`src/rtl/risc_seq_ctrl.sv`:
```
// -----------------------------------------------------------------------------
// risc_seq_ctrl
//   Phase-sequencing controller for the basic RISC datapath. Walks an 8-phase
//   fetch/execute cycle and decodes the IR opcode into datapath strobes.
//   sel_o drives the address mux in front of memory: 1 = PC, 0 = IR address.
//
//   Optional build macro: SINGLE_STEP_EN
//     defined   : adds step_i; the controller waits in phase 0 until step_i is
//                 sampled high on a clock edge, then runs a whole instruction.
//     undefined : no step_i port; phase 0 lasts exactly one cycle.
//
// Parameters
//   STALL_CYCLES  extra wait cycles in INST_FETCH and OP_FETCH (legal 0..15)
//
// Ports
//   clk        in   rising-edge clock
//   rst_n      in   asynchronous active-low reset
//   opcode_i   in   IR[7:5]: 0 HLT,1 SKZ,2 ADD,3 AND,4 XOR,5 LDA,6 STO,7 JMP
//   zero_i     in   accumulator == 0 flag
//   step_i     in   single-step advance (SINGLE_STEP_EN builds only)
//   sel_o      out  address mux select (1 = PC, 0 = IR address)
//   rd_o       out  memory read enable
//   wr_o       out  memory write strobe
//   ld_ir_o    out  load instruction register
//   ld_ac_o    out  load accumulator
//   ld_pc_o    out  load PC from IR address
//   inc_pc_o   out  increment PC
//   data_e_o   out  drive accumulator onto the data bus
//   halt_o     out  processor halted
//   phase_o    out  current phase index (debug)
// -----------------------------------------------------------------------------
module risc_seq_ctrl #(
  parameter int unsigned STALL_CYCLES = 0
) (
  input  logic       clk,
  input  logic       rst_n,
  input  logic [2:0] opcode_i,
  input  logic       zero_i,
`ifdef SINGLE_STEP_EN
  input  logic       step_i,
`endif
  output logic       sel_o,
  output logic       rd_o,
  output logic       wr_o,
  output logic       ld_ir_o,
  output logic       ld_ac_o,
  output logic       ld_pc_o,
  output logic       inc_pc_o,
  output logic       data_e_o,
  output logic       halt_o,
  output logic [2:0] phase_o
);

  localparam logic [2:0] PH_INST_ADDR  = 3'd0;
  localparam logic [2:0] PH_INST_FETCH = 3'd1;
  localparam logic [2:0] PH_INST_LOAD  = 3'd2;
  localparam logic [2:0] PH_IDLE       = 3'd3;
  localparam logic [2:0] PH_OP_ADDR    = 3'd4;
  localparam logic [2:0] PH_OP_FETCH   = 3'd5;
  localparam logic [2:0] PH_ALU_OP     = 3'd6;
  localparam logic [2:0] PH_STORE      = 3'd7;

  localparam logic [2:0] OP_HLT = 3'd0;
  localparam logic [2:0] OP_SKZ = 3'd1;
  localparam logic [2:0] OP_ADD = 3'd2;
  localparam logic [2:0] OP_AND = 3'd3;
  localparam logic [2:0] OP_XOR = 3'd4;
  localparam logic [2:0] OP_LDA = 3'd5;
  localparam logic [2:0] OP_STO = 3'd6;
  localparam logic [2:0] OP_JMP = 3'd7;

  // Reload value for the stall counter on entry to a fetch phase.
  localparam logic [3:0] STALL_LD = STALL_CYCLES[3:0];

  logic [2:0] phase_q, phase_d;
  logic [3:0] stall_q, stall_d;
  logic       halted_q, halted_d;

  logic is_hlt, is_skz, is_sto, is_jmp, alu_op;
  logic advance_ph0;

  // Opcode decode. A case statement lets an unknown opcode fall to the
  // default arm, so nothing matches and no X reaches the strobes.
  always_comb begin
    // NOTE: every always_comb output gets a default first so that no path
    // leaves it unassigned, which would infer a latch.
    is_hlt = 1'b0;
    is_skz = 1'b0;
    is_sto = 1'b0;
    is_jmp = 1'b0;
    alu_op = 1'b0;
    case (opcode_i)
      OP_HLT: is_hlt = 1'b1;
      OP_SKZ: is_skz = 1'b1;
      OP_ADD, OP_AND, OP_XOR, OP_LDA: alu_op = 1'b1;
      OP_STO: is_sto = 1'b1;
      OP_JMP: is_jmp = 1'b1;
      default: ;
    endcase
  end

`ifdef SINGLE_STEP_EN
  assign advance_ph0 = step_i;
`else
  assign advance_ph0 = 1'b1;
`endif

  // Next-state logic.
  always_comb begin
    phase_d  = phase_q;
    stall_d  = stall_q;
    halted_d = halted_q;
    if (!halted_q) begin
      case (phase_q)
        PH_INST_ADDR: begin
          if (advance_ph0) begin
            phase_d = PH_INST_FETCH;
            stall_d = STALL_LD;
          end
        end
        PH_INST_FETCH, PH_OP_FETCH: begin
          // Hold the fetch phase until the stall counter has run out.
          if (stall_q != 4'd0) stall_d = stall_q - 4'd1;
          else                 phase_d = phase_q + 3'd1;
        end
        PH_OP_ADDR: begin
          // A halt freezes the phase at OP_ADDR until reset.
          if (is_hlt) begin
            halted_d = 1'b1;
          end else begin
            phase_d = PH_OP_FETCH;
            stall_d = STALL_LD;
          end
        end
        default: phase_d = phase_q + 3'd1;  // STORE wraps to INST_ADDR
      endcase
    end
  end

  always_ff @(posedge clk or negedge rst_n) begin
    if (!rst_n) begin
      phase_q  <= PH_INST_ADDR;
      stall_q  <= 4'd0;
      halted_q <= 1'b0;
    end else begin
      // NOTE: state registers use non-blocking assignments so every flop
      // samples the pre-edge values regardless of statement order.
      phase_q  <= phase_d;
      stall_q  <= stall_d;
      halted_q <= halted_d;
    end
  end

  // Output decode: purely from registered state plus the current opcode and
  // zero flag, so the reset values appear as soon as rst_n falls.
  always_comb begin
    sel_o    = 1'b0;
    rd_o     = 1'b0;
    wr_o     = 1'b0;
    ld_ir_o  = 1'b0;
    ld_ac_o  = 1'b0;
    ld_pc_o  = 1'b0;
    inc_pc_o = 1'b0;
    data_e_o = 1'b0;
    halt_o   = 1'b0;
    if (halted_q) begin
      halt_o = 1'b1;
    end else begin
      case (phase_q)
        PH_INST_ADDR: sel_o = 1'b1;
        PH_INST_FETCH: begin
          sel_o = 1'b1;
          rd_o  = 1'b1;
        end
        PH_INST_LOAD, PH_IDLE: begin
          sel_o   = 1'b1;
          rd_o    = 1'b1;
          ld_ir_o = 1'b1;
        end
        PH_OP_ADDR: begin
          inc_pc_o = 1'b1;
          halt_o   = is_hlt;
        end
        PH_OP_FETCH: rd_o = alu_op;
        PH_ALU_OP: begin
          rd_o     = alu_op;
          ld_pc_o  = is_jmp;
          data_e_o = is_sto;
          if (is_skz && zero_i) inc_pc_o = 1'b1;
        end
        default: begin  // PH_STORE
          rd_o     = alu_op;
          ld_ac_o  = alu_op;
          ld_pc_o  = is_jmp;
          wr_o     = is_sto;
          data_e_o = is_sto;
        end
      endcase
    end
  end

  assign phase_o = phase_q;

endmodule
```
`config.mk`:
```
export PLATFORM = sky130hd
export DESIGN_NAME = risc_seq_ctrl
export DESIGN_NICKNAME = d
export VERILOG_FILES = /design/src/rtl/risc_seq_ctrl.sv
export SDC_FILE = /design/constraint.sdc
export NUM_CORES = 1
export LEC_CHECK = 0
export ABC_AREA = 1
export BUFFER_PORTS_ARGS = -buffer_cell sky130_fd_sc_hd__clkbuf_2
export CORE_MARGIN = 5
export CORE_UTILIZATION = 40
export CTS_CLUSTER_SIZE = 40
export DETAILED_ROUTE_END_ITERATION = 8
export GPL_TIMING_DRIVEN = 0
export PLACE_DENSITY = 0.64
export SETUP_SLACK_MARGIN = 0.02
export SYNTH_ARGS = -nofsm -noshare
export SYNTH_HDL_FRONTEND = slang
export SYNTH_SLANG_ARGS = --single-unit
```
`constraint.sdc`:
```
create_clock -name clk -period 3.1 [get_ports clk]
set_input_delay 0.465 -clock clk [delete_from_list [all_inputs] [get_ports clk]]
set_output_delay 0.465 -clock clk [all_outputs]
set_load 0.01 [all_outputs]
```
==> run_results.csv, run 1 <==
group,metric,value,unit
grt,gr-usage-all-layers,0.113,
routing,vias_per_cell,4.77,
sta,relSlewSlack,0.818,
place,dp_cells,122,
synth,synthMuxAreaShare,0,
synth,synth_top_family_by_area,"simple AND/OR/NAND/NOR gates",
synth,synth_xor_area_frac,0.0272,
synth,seq_area_frac_synth,0.311,
grt,grt_max_degree,10,
routing,drt_iter0_drc,9,
sta,rsz0062_at_grt,"false",
grt,grt_first_pass_wirelength,2.24,mm
synth,netlist_area,643,um2
synth,avgSynthCellArea,7.23,um2
clock_tree,cts_made_buffers,3,
clock_tree,cts_tree,"done",
clock_tree,cts_buffer_depth,2,
flow_run,max-cap-violations,0,
routing,first_pass_iters,3,
synth,netlist_instances,89,
grt,grt_overflow,0,
sta,slew_viol_final,0,
sta,fmax,462,MHz
clock_tree,cts_root_buf,"clkbuf_4",
worst_setup_path,worst_setup_path_end_kind,"output port",
clock_tree,cts.sinks,8,
die,die_h,50.1,um
sta,final.period_utilization,0.698,
clock_tree,insertion_delay,0.25,ns
synth,synth_compound_gate_area_share,0.0875,
place,post-place-ws,1.17,ns
pwr,p_leak,0.409,nW
cells_and_area,final_util,0.506,
routing,final_antenna_net_count,0,
cells_and_area,stdcell_count,125,
die,start_util,0.422,
sta,setup_tns,0,ns
worst_setup_path,startpoint_type,"flop",
die,coreArea,0.00152,mm2
cells_and_area,final_net_count,123,
place,io_buffers,17,
worst_setup_path,worstPathRequired,2.63,ns
die,fp-row-count,14,
clock_tree,postCtsSetupBuffers,0,
clock_tree,htree_levels,1,
sta,hold_viol,0,
cells_and_area,n_fill_cell,164,
die,top_level_ports,18,
die,die_w,50.1,um
grt,grt_pass1_vias,540,
synth,ys_seq_elements,8,
clock_tree,cts_hold_buf,0,
clock_tree,clk_pin_slew,0.05,ns
cells_and_area,area_growth,19.8,%
place,routabilityCongestion,0.749,
pwr,power.density,247,mW/mm2
sta,setup-violations-final,0,
sta,min_period,2.16,ns
routing,routed_wirelength,1.32,mm
grt,grt_antenna_before_repair,0,
status,status,"completed",
place,hpwlAfterDp,1.09,mm
pwr,ir_drop,172,uV
worst_setup_path,crit_arrival,1.70,ns
sta,final.setup_skew,0.00322,ns
sta,tightest_slew,0.274,ns
synth,synth_fp_nets,101,
routing,drc,0,
synth,synth-simple-area-share,0.346,
cells_and_area,regArea,200,um2
pwr,total_power,191,uW
cells_and_area,drive_gt1_frac,0.284,
cells_and_area,multiInputGateArea,372,um2
synth,synthAdderAreaFrac,0.117,
cells_and_area,antenna_cells,0,
routing,vias,596,
routing,wl_per_cell,10.5,um
worst_setup_path,crit_type,"flop to output port",
worst_setup_path,critical_path_peak_fanout,9,
die,die_area,0.00251,mm2
sta,layout_setup_ws,0.937,ns
synth,synth_warnings,0,
hold_path,hold_path.class,"input pin to async pin",
synth,synth_cell_types,18,
clock_tree,cts_resized,0,
==> cells in the final DEF (no fill, tap or decap), types with 3 or more instances in the layout <==
master and n:
a21oi_1 3, clkbuf_2 17, clkbuf_4 3, dfrtp_1 8, ha_1 6, inv_1 15
nand2_1 22, nand2_2 5, nand3_1 4, nand4_1 3, nor2_1 5, nor3_1 4
o21ai_0 5
==> cells in the mapped netlist <==
library cell  instances  area, um2
a21oi_1               3       15.0
buf_6                 1       11.3
dfrtp_1               8        200
ha_1                  6       75.1
inv_1                15       56.3
inv_2                 1       3.75
nand2_1              22       82.6
nand2_2               5       31.3
nand3_1               4       20.0
nand3_2               2       20.0
nand4_1               3       18.8
nor2_1                5       18.8
nor2_4                1       11.3
nor3_1                4       20.0
o21ai_0               5       25.0
o21ai_2               1       8.76
o31ai_1               1       7.51
xor2_1                2       17.5
==> per-stage QoR <==
stage / cell area [um2] / hold WS (ns)
floorplan: 643 / 0.169
global placement: 748 / 0.319
detailed placement: 748 / 0.322
CTS: 771 / 0.0490
global route: 771 / 0.0613
finish: 771 / 0.0469
==> area by class of cell <==
class                      count  share of cell area
multi-input combinational     64               0.482
timing repair buffer          17               0.110
clock buffer                   3              0.0292
tap                           16              0.0260
inverter                      16              0.0779
sequential                     8               0.260
buffer                         1              0.0146
==> report_power, final <==
| part | switching, mW | internal [mW] |
|---|---|---|
| logic | 0.00605 | 0.00292 |
| clock network | 0.0328 | 0.0441 |
| registers | 0 | 0.105 |
| total | 0.0389 | 0.152 |
==> critical path: stages, from the launching register on <==
cell and delay [ns]:
dfrtp_1 0.49, inv_1 0.12, ha_1 0.26, o31ai_1 0.24
nand2_1 0.11, nor2_1 0.09, clkbuf_2 0.13
==> routing by layer <==
layer / routed length [um] / up-vias / part of all wire / GRT usage
met5: 0 / - / 0 / 0
met2: 609 / 11 / 0.46 / 0.180
met1: 609 / 258 / 0.46 / 0.136
met3: 93 / 2 / 0.071 / 0.0542
met4: 6 / 0 / 0.0046 / 0.0262
li1: - / 325 / - / -
==> cell families (layout without fill, tap and decap cells) <==
family                   Yosys count  in the layout
AND/OR/NAND/NOR                   46             46
buffers and inverters             17             37
AO/OA/AOI/OAI                     10             10
flip-flops                         8              8
adder cells (fa/ha/maj)            6              6
XOR/XNOR                           2              2
==> path summary, 6_finish.rpt <==
check | cells past startpoint | to | slack (ns) | startpoint
max | 6 | ld_ac_o | 0.94 | phase_o[1]
max reg2reg | 9 | stall_q[0] | 1.60 | phase_o[1]
min reg2reg | 2 | stall_q[1] | 0.47 | stall_q[1]
max in group asynchronous | 1 | phase_o[1] | 2.88 | rst_n
min | 1 | stall_q[2] | 0.05 | rst_n
min in group clk | 2 | stall_q[1] | 0.47 | stall_q[1]
No activity file was read; power rests on OpenSTA's default activity.
==> run 2, diff against run 1 <==
--- a/config.mk
+++ b/config.mk
@@ -5,14 +5,14 @@
 export SDC_FILE = /design/constraint.sdc
 export NUM_CORES = 1
 export LEC_CHECK = 0
-export ABC_AREA = 1
+export ABC_AREA = 0
 export BUFFER_PORTS_ARGS = -buffer_cell sky130_fd_sc_hd__clkbuf_2
 export CORE_MARGIN = 5
 export CORE_UTILIZATION = 40
 export CTS_CLUSTER_SIZE = 40
 export DETAILED_ROUTE_END_ITERATION = 8
 export GPL_TIMING_DRIVEN = 0
-export PLACE_DENSITY = 0.64
+export PLACE_DENSITY = 0.65
 export SETUP_SLACK_MARGIN = 0.02
 export SYNTH_ARGS = -nofsm -noshare
 export SYNTH_HDL_FRONTEND = slang
==> constraint.sdc (replaced) <==
create_clock -name clk -period 2.25 [get_ports clk]
set_input_delay 0.3375 -clock clk [delete_from_list [all_inputs] [get_ports clk]]
set_output_delay 0.3375 -clock clk [all_outputs]
set_load 0.01 [all_outputs]
==> run 2 against run 1 <==
  * Hold slack improved by 0.42 ns
  * Count of clock-buffer cells in the layout did not move
  * Non-clock buffer count is 8 higher
  * Cell count fell by 8.8%
  * Critical path depth grew 1
  * Via count up 1.7%
  * Die area down 7.0%
  * Register-to-register slack got worse by 1.2 ns
  * Synthesized cell count decreased by 19%
  * Critical path type unchanged
  * Critical endpoint is now wr_o
  * Largest power group is now combinational cells
==> run_results.csv, run 2 <==
group,metric,value,unit
status,status,"completed",
worst_setup_path,worst_setup_path_end_kind,"output port",
cells_and_area,drive_gt1_frac,0.404,
routing,routed_wirelength,1.41,mm
die,top_level_ports,18,
clock_tree,cts.sinks,8,
sta,fmax,462,MHz
die,die_area,0.00233,mm2
cells_and_area,antenna_cells,0,
grt,grt_util_met1,0.144,
synth,yosysTopAreaCell,"dfrtp_1",
clock_tree,clk_pin_slew,0.05,ns
sta,min_period,2.17,ns
place,post-place-ws,-0.0282,ns
worst_setup_path,critical_path_peak_fanout,6,
synth,synth_warnings,0,
place,place_area,691,um2
cells_and_area,area_growth,42.2,%
place,routabilityCongestion,0.760,
clock_tree,cts_made_buffers,3,
synth,synth.top_cell.area_share,0.341,
clock_tree,cts_buffer_depth,2,
synth,avgSynthCellArea,8.15,um2
worst_setup_path,startpoint_type,"flop",
worst_setup_path,reg2reg_depth,7,
worst_setup_path,worst-r2r-setup-slack,0.41,ns
synth,netlist_area,587,um2
grt,grt_overflow,0,
clock_tree,htree_levels,1,
flow_run,max-cap-violations,0,
worst_setup_path,reg2reg_from,"phase_o[0]",
pwr,total_power,1.21,mW
synth,async_flop_share,1.00,
synth,synth_area_leaders,"dfrtp_1, ha_1, nor2_1",
sta,tightest_slew,0.591,ns
worst_setup_path,cp_cell_sequence,"inv_2 -> ha_4 -> nor2_4 -> nor2_2 -> or4_4 -> nor3_2 -> buf_2",
synth,seq_area_frac_synth,0.341,
pwr,ir_drop,833,uV
routing,wl_per_cell,12.4,um
grt,grt_use_met3,0.0642,
sta,hold_ws,0.465,ns
worst_setup_path,max_stage_delay,0.48,ns
clock_tree,cts_root_buf,"clkbuf_4",
routing,first_pass_iters,4,
sta,setup_tns,0,ns
worst_setup_path,cp_slowest_cell,"or4_4",
grt,grt_max_degree,11,
sta,layout_setup_ws,0.0850,ns
synth,synthFlopType,"dfrtp_1",
routing,vias_per_cell,5.32,
die,coreArea,0.00135,mm2
cells_and_area,n_fill_cell,125,
cells_and_area,layout_common_cells,"clkbuf_2, nor2_1, inv_1",
place,dp_cells,104,
grt,grt_first_pass_wirelength,2.42,mm
synth,netlist_instances,72,
pwr,power.density,1460,mW/mm2
sta,setup-violations-final,0,
sta,final.period_utilization,0.962,
sta,hold_viol,0,
synth,synth_cell_types,22,
worst_setup_path,startpoint,"phase_o[0]",
synth,ys_seq_elements,8,
grt,top_usage_layer,"met2",
cells_and_area,mostFrequentLayoutCell,"clkbuf_2",
place,hpwlAfterDp,1.02,mm
die,die_w,48.3,um
die,start_util,0.435,
cells_and_area,fin_area,835,um2
worst_setup_path,crit_type,"flop to output port",
cells_and_area,final_net_count,113,
sta,relSlewSlack,0.605,
worst_setup_path,crit-reg2reg-capture,"stall_q[0]",
sta,rsz0062_at_grt,"true",
grt,gr-usage-met2,0.213,
synth,synth.most_common_cell,"nor2_1",
cells_and_area,stdcell_count,114,
routing,drt_iter0_drc,15,
die,fp-row-count,13,
hold_path,hold_path.class,"input pin to async pin",
worst_setup_path,worstPathRequired,1.91,ns
synth,netlist_top_cells_count,"nor2_1, inv_1, dfrtp_1, ha_1, o21ai_0",
sta,slew_viol_final,0,
grt,grt_pass1_vias,576,
worst_setup_path,crit_arrival,1.83,ns
place,io_buffers,17,
routing,final_antenna_net_count,0,
synth,synth-edff-count,0,
grt,gr-usage-all-layers,0.126,
clock_tree,insertion_delay,0.25,ns
sta,final.setup_skew,0.00435,ns
synth,synth_fp_nets,84,
die,die_h,48.3,um
cells_and_area,final_util,0.618,
routing,drc,0,
clock_tree,cts_tree,"done",
pwr,p_leak,0.405,nW
grt,grt_antenna_before_repair,0,
routing,vias,606,
## run 2: cell types whose count changed after synthesis, sizes merged, moves of 2 or more
| cell | delta |
|---|---|
| a21oi | -2 |
| a22o | +3 |
| inv | -7 |
| nand2 | -22 |
| nand3 | -3 |
| nand4 | -3 |
| nor2 | +6 |
| or3 | +2 |
| or4 | +3 |
| xor2 | -2 |
## run 2: how the worst max path moves through the flow
stage / end / slack (ns) / cells after the start
after floorplan: wr_o / 0.13 / 6
after global placement: wr_o / 0.0003 / 7
after detailed placement: wr_o / -0.03 / 7
after CTS: wr_o / 0.02 / 5
after global routing: wr_o / -0.007 / 7
final: wr_o / 0.08 / 7
## run 2: critical path: cells and delay by family, from the launching register on
| kind | cells | cell delay, ns |
|---|---|---|
| fa+ha+maj | 1 | 0.17 |
| simple gates | 4 | 0.72 |
| flops | 1 | 0.46 |
| buf+inv | 2 | 0.22 |
## run 2: repair_timing
item	4_1_cts	5_1_grt
hold buffers	1	0
resized for setup	15	5
endpoints found under the setup margin	2	2
setup buffers	6	0
pin swaps	4	1
hold endpoints to repair	8	0
## run 2: cells by family after synthesis
kind of cell,synth area share
AOI/OAI and AO/OA,0.188
xor gates and xnor gates,0.0149
adders and majority gates,0.128
buffers and inverters,0.0853
DFF,0.341
and+or+nand+nor,0.243
## run 2: metal layers
| layer | vias to the layer above | share of wire |
|---|---|---|
| met4 | 0 | 0 |
| met1 | 286 | 0.49 |
| met5 | - | 0 |
| met3 | 0 | 0.052 |
| met2 | 11 | 0.46 |
| li1 | 309 | - |
## run 2: area by class of cell
class / count / area (um2) / area share
Buffer: 2 / 18.8 / 0.0225
Clock buffer: 3 / 22.5 / 0.0270
Inverter: 9 / 36.3 / 0.0435
Multi-Input combinational cell: 53 / 395 / 0.474
Sequential cell: 8 / 203 / 0.243
Tap cell: 15 / 18.8 / 0.0225
Timing Repair Buffer: 24 / 140 / 0.168
## run 2: report_power, final
part,switching [mW],internal (mW),total (mW)
Sequential,0.0970,0.213,0.310
Combinational,0.418,0.384,0.802
Clock,0.0423,0.0606,0.103
Total,0.557,0.658,1.21
==> run 3, diff against run 2 <==
--- a/config.mk
+++ b/config.mk
@@ -6,13 +6,13 @@
 export NUM_CORES = 1
 export LEC_CHECK = 0
 export ABC_AREA = 0
-export BUFFER_PORTS_ARGS = -buffer_cell sky130_fd_sc_hd__clkbuf_2
 export CORE_MARGIN = 5
 export CORE_UTILIZATION = 40
 export CTS_CLUSTER_SIZE = 40
 export DETAILED_ROUTE_END_ITERATION = 8
+export DONT_BUFFER_PORTS = 1
 export GPL_TIMING_DRIVEN = 0
-export PLACE_DENSITY = 0.65
+export PLACE_DENSITY = 0.54
 export SETUP_SLACK_MARGIN = 0.02
 export SYNTH_ARGS = -nofsm -noshare
 export SYNTH_HDL_FRONTEND = slang
==> run 3 against run 2 <==
  * Worst setup slack better by 0.0070 ns
  * Count of clock-buffer cells in the layout unchanged
  * Flip-flop and latch count unchanged
  * Non-clock buffer count down 20
  * Sequential power up 5%
  * Cell count down 18%
  * Largest power group unchanged
  * Highest routed layer is now met4
==> run_results.csv, run 3 (synthesis gave the netlist of run 2 again) <==
group,metric,value,unit
sta,rsz0062_at_grt,"true",
sta,hold_viol,0,
worst_setup_path,cp_cell_sequence,"ha_2 -> ha_1 -> or4_4 -> nor3_4",
worst_setup_path,critical_path_peak_fanout,7,
worst_setup_path,reg2reg_depth,7,
clock_tree,cts.sinks,8,
routing,final_antenna_net_count,0,
pwr,power.density,1520,mW/mm2
sta,final.setup_skew,0.00189,ns
grt,grt_pass1_vias,509,
worst_setup_path,startpoint,"phase_o[0]",
worst_setup_path,cp_top_family,"simple AND/OR/NAND/NOR gates",
grt,grt_first_pass_wirelength,2.38,mm
clock_tree,cts_buffer_depth,2,
sta,slew_viol_final,0,
cells_and_area,drive_gt1_frac,0.241,
die,die_area,0.00233,mm2
worst_setup_path,max_stage_delay,0.54,ns
sta,hold_ws,0.436,ns
die,start_util,0.435,
routing,routed_wirelength,1.36,mm
die,die_h,48.3,um
routing,vias_per_cell,5.64,
sta,fmax,463,MHz
routing,first_pass_iters,4,
place,io_buffers,0,
worst_setup_path,worst-r2r-setup-slack,0.39,ns
cells_and_area,area_growth,22.8,%
cells_and_area,antenna_cells,0,
status,status,"completed",
sta,final.period_utilization,0.959,
flow_run,max-cap-violations,0,
grt,grt_overflow,0,
cells_and_area,fin_area,721,um2
grt,grt_antenna_before_repair,0,
worst_setup_path,worstPathRequired,1.91,ns
grt,grt_max_degree,11,
sta,relSlewSlack,0.599,
pwr,ir_drop,746,uV
sta,setup-violations-final,0,
die,fp-row-count,13,
cells_and_area,final_net_count,93,
routing,drt_iter0_drc,11,
clock_tree,htree_levels,1,
place,place_area,606,um2
sta,min_period,2.16,ns
die,die_w,48.3,um
pwr,total_power,1.10,mW
routing,wl_per_cell,14.5,um
clock_tree,cts_tree,"done",
routing,drc,0,
pwr,p_leak,0.320,nW
worst_setup_path,crit-reg2reg-capture,"stall_q[0]",
worst_setup_path,reg2reg_from,"phase_o[1]",
worst_setup_path,crit_type,"flop to output port",
worst_setup_path,crit_buf_inv,0,
place,routabilityCongestion,0.681,
grt,gr-usage-all-layers,0.126,
sta,tightest_slew,0.600,ns
cells_and_area,mostFrequentLayoutCell,"nor2_1",
die,coreArea,0.00135,mm2
clock_tree,clk_pin_slew,0.05,ns
cells_and_area,layout_common_cells,"nor2_1, inv_1, o21ai_0, dfrtp_1, nand2_1",
place,hpwlAfterDp,958,um
clock_tree,cts_made_buffers,3,
routing,vias,530,
worst_setup_path,cp_slowest_cell,"or4_4",
clock_tree,cts_root_buf,"clkbuf_4",
worst_setup_path,crit_arrival,1.82,ns
worst_setup_path,startpoint_type,"flop",
die,top_level_ports,18,
clock_tree,insertion_delay,0.25,ns
hold_path,hold_path.class,"input pin to async pin",
worst_setup_path,worst_setup_path_end_kind,"output port",
-- run 3: worst max-delay path by stage --
stage	end	slack, ns	depth (start not counted)
CTS	wr_o	0.003	4
floorplan	wr_o	0.13	6
detailed placement	wr_o	-0.13	6
global placement	wr_o	-0.13	6
finish	wr_o	0.09	4
global route	wr_o	0.003	6
-- run 3: per-layer routing --
metal / track usage / wire [um] / vias up
li1: - / - / 268
met1: 0.161 / 637 / 247
met2: 0.183 / 617 / 13
met3: 0.0703 / 105 / 2
met4: 0.0276 / 4 / 0
met5: 0 / 0 / -
-- run 3: where the power goes --
group	switching [mW]	leakage, nW	internal (mW)
clock network	0.0459	0.0138	0.0608
registers	0.111	0.0991	0.213
logic	0.364	0.207	0.301
-- run 3: worst reg2reg max path, stage by stage (launching register included) --
cell	delay (ns)
dfrtp_2	0.48
inv_4	0.08
ha_4	0.18
buf_4	0.14
a41o_1	0.21
buf_6	0.14
or4_1	0.47
nand3_1	0.09
-- run 3: final cells by class --
| type | instances | area [um2] |
|---|---|---|
| plain buffers | 2 | 18.8 |
| clock buffers | 3 | 22.5 |
| fillers | 124 | 629 |
| inverters | 9 | 36.3 |
| multi-input cells | 53 | 389 |
| flip-flops and latches | 8 | 203 |
| well taps | 15 | 18.8 |
| repair buffers | 4 | 32.5 |
-- run 3: through the flow --
step | setup slack (ns) | utilization | std cells | setup TNS [ns]
after floorplan | 0.134 | - | 72 | 0
after global placement | -0.127 | 0.449 | 87 | -0.136
after detailed placement | -0.127 | 0.449 | 87 | -0.151
after CTS | 0.00300 | 0.523 | 92 | 0
after global routing | 0.00289 | 0.534 | 94 | 0
final | 0.0920 | 0.534 | 94 | 0
-- run 3: repair_timing --
item	in CTS	in global routing
setup buffers	1	2
setup endpoints to repair	2	2
endpoints found under the hold margin	8	0
pin swaps	1	2
gates resized for setup	17	0
hold buffers	1	0
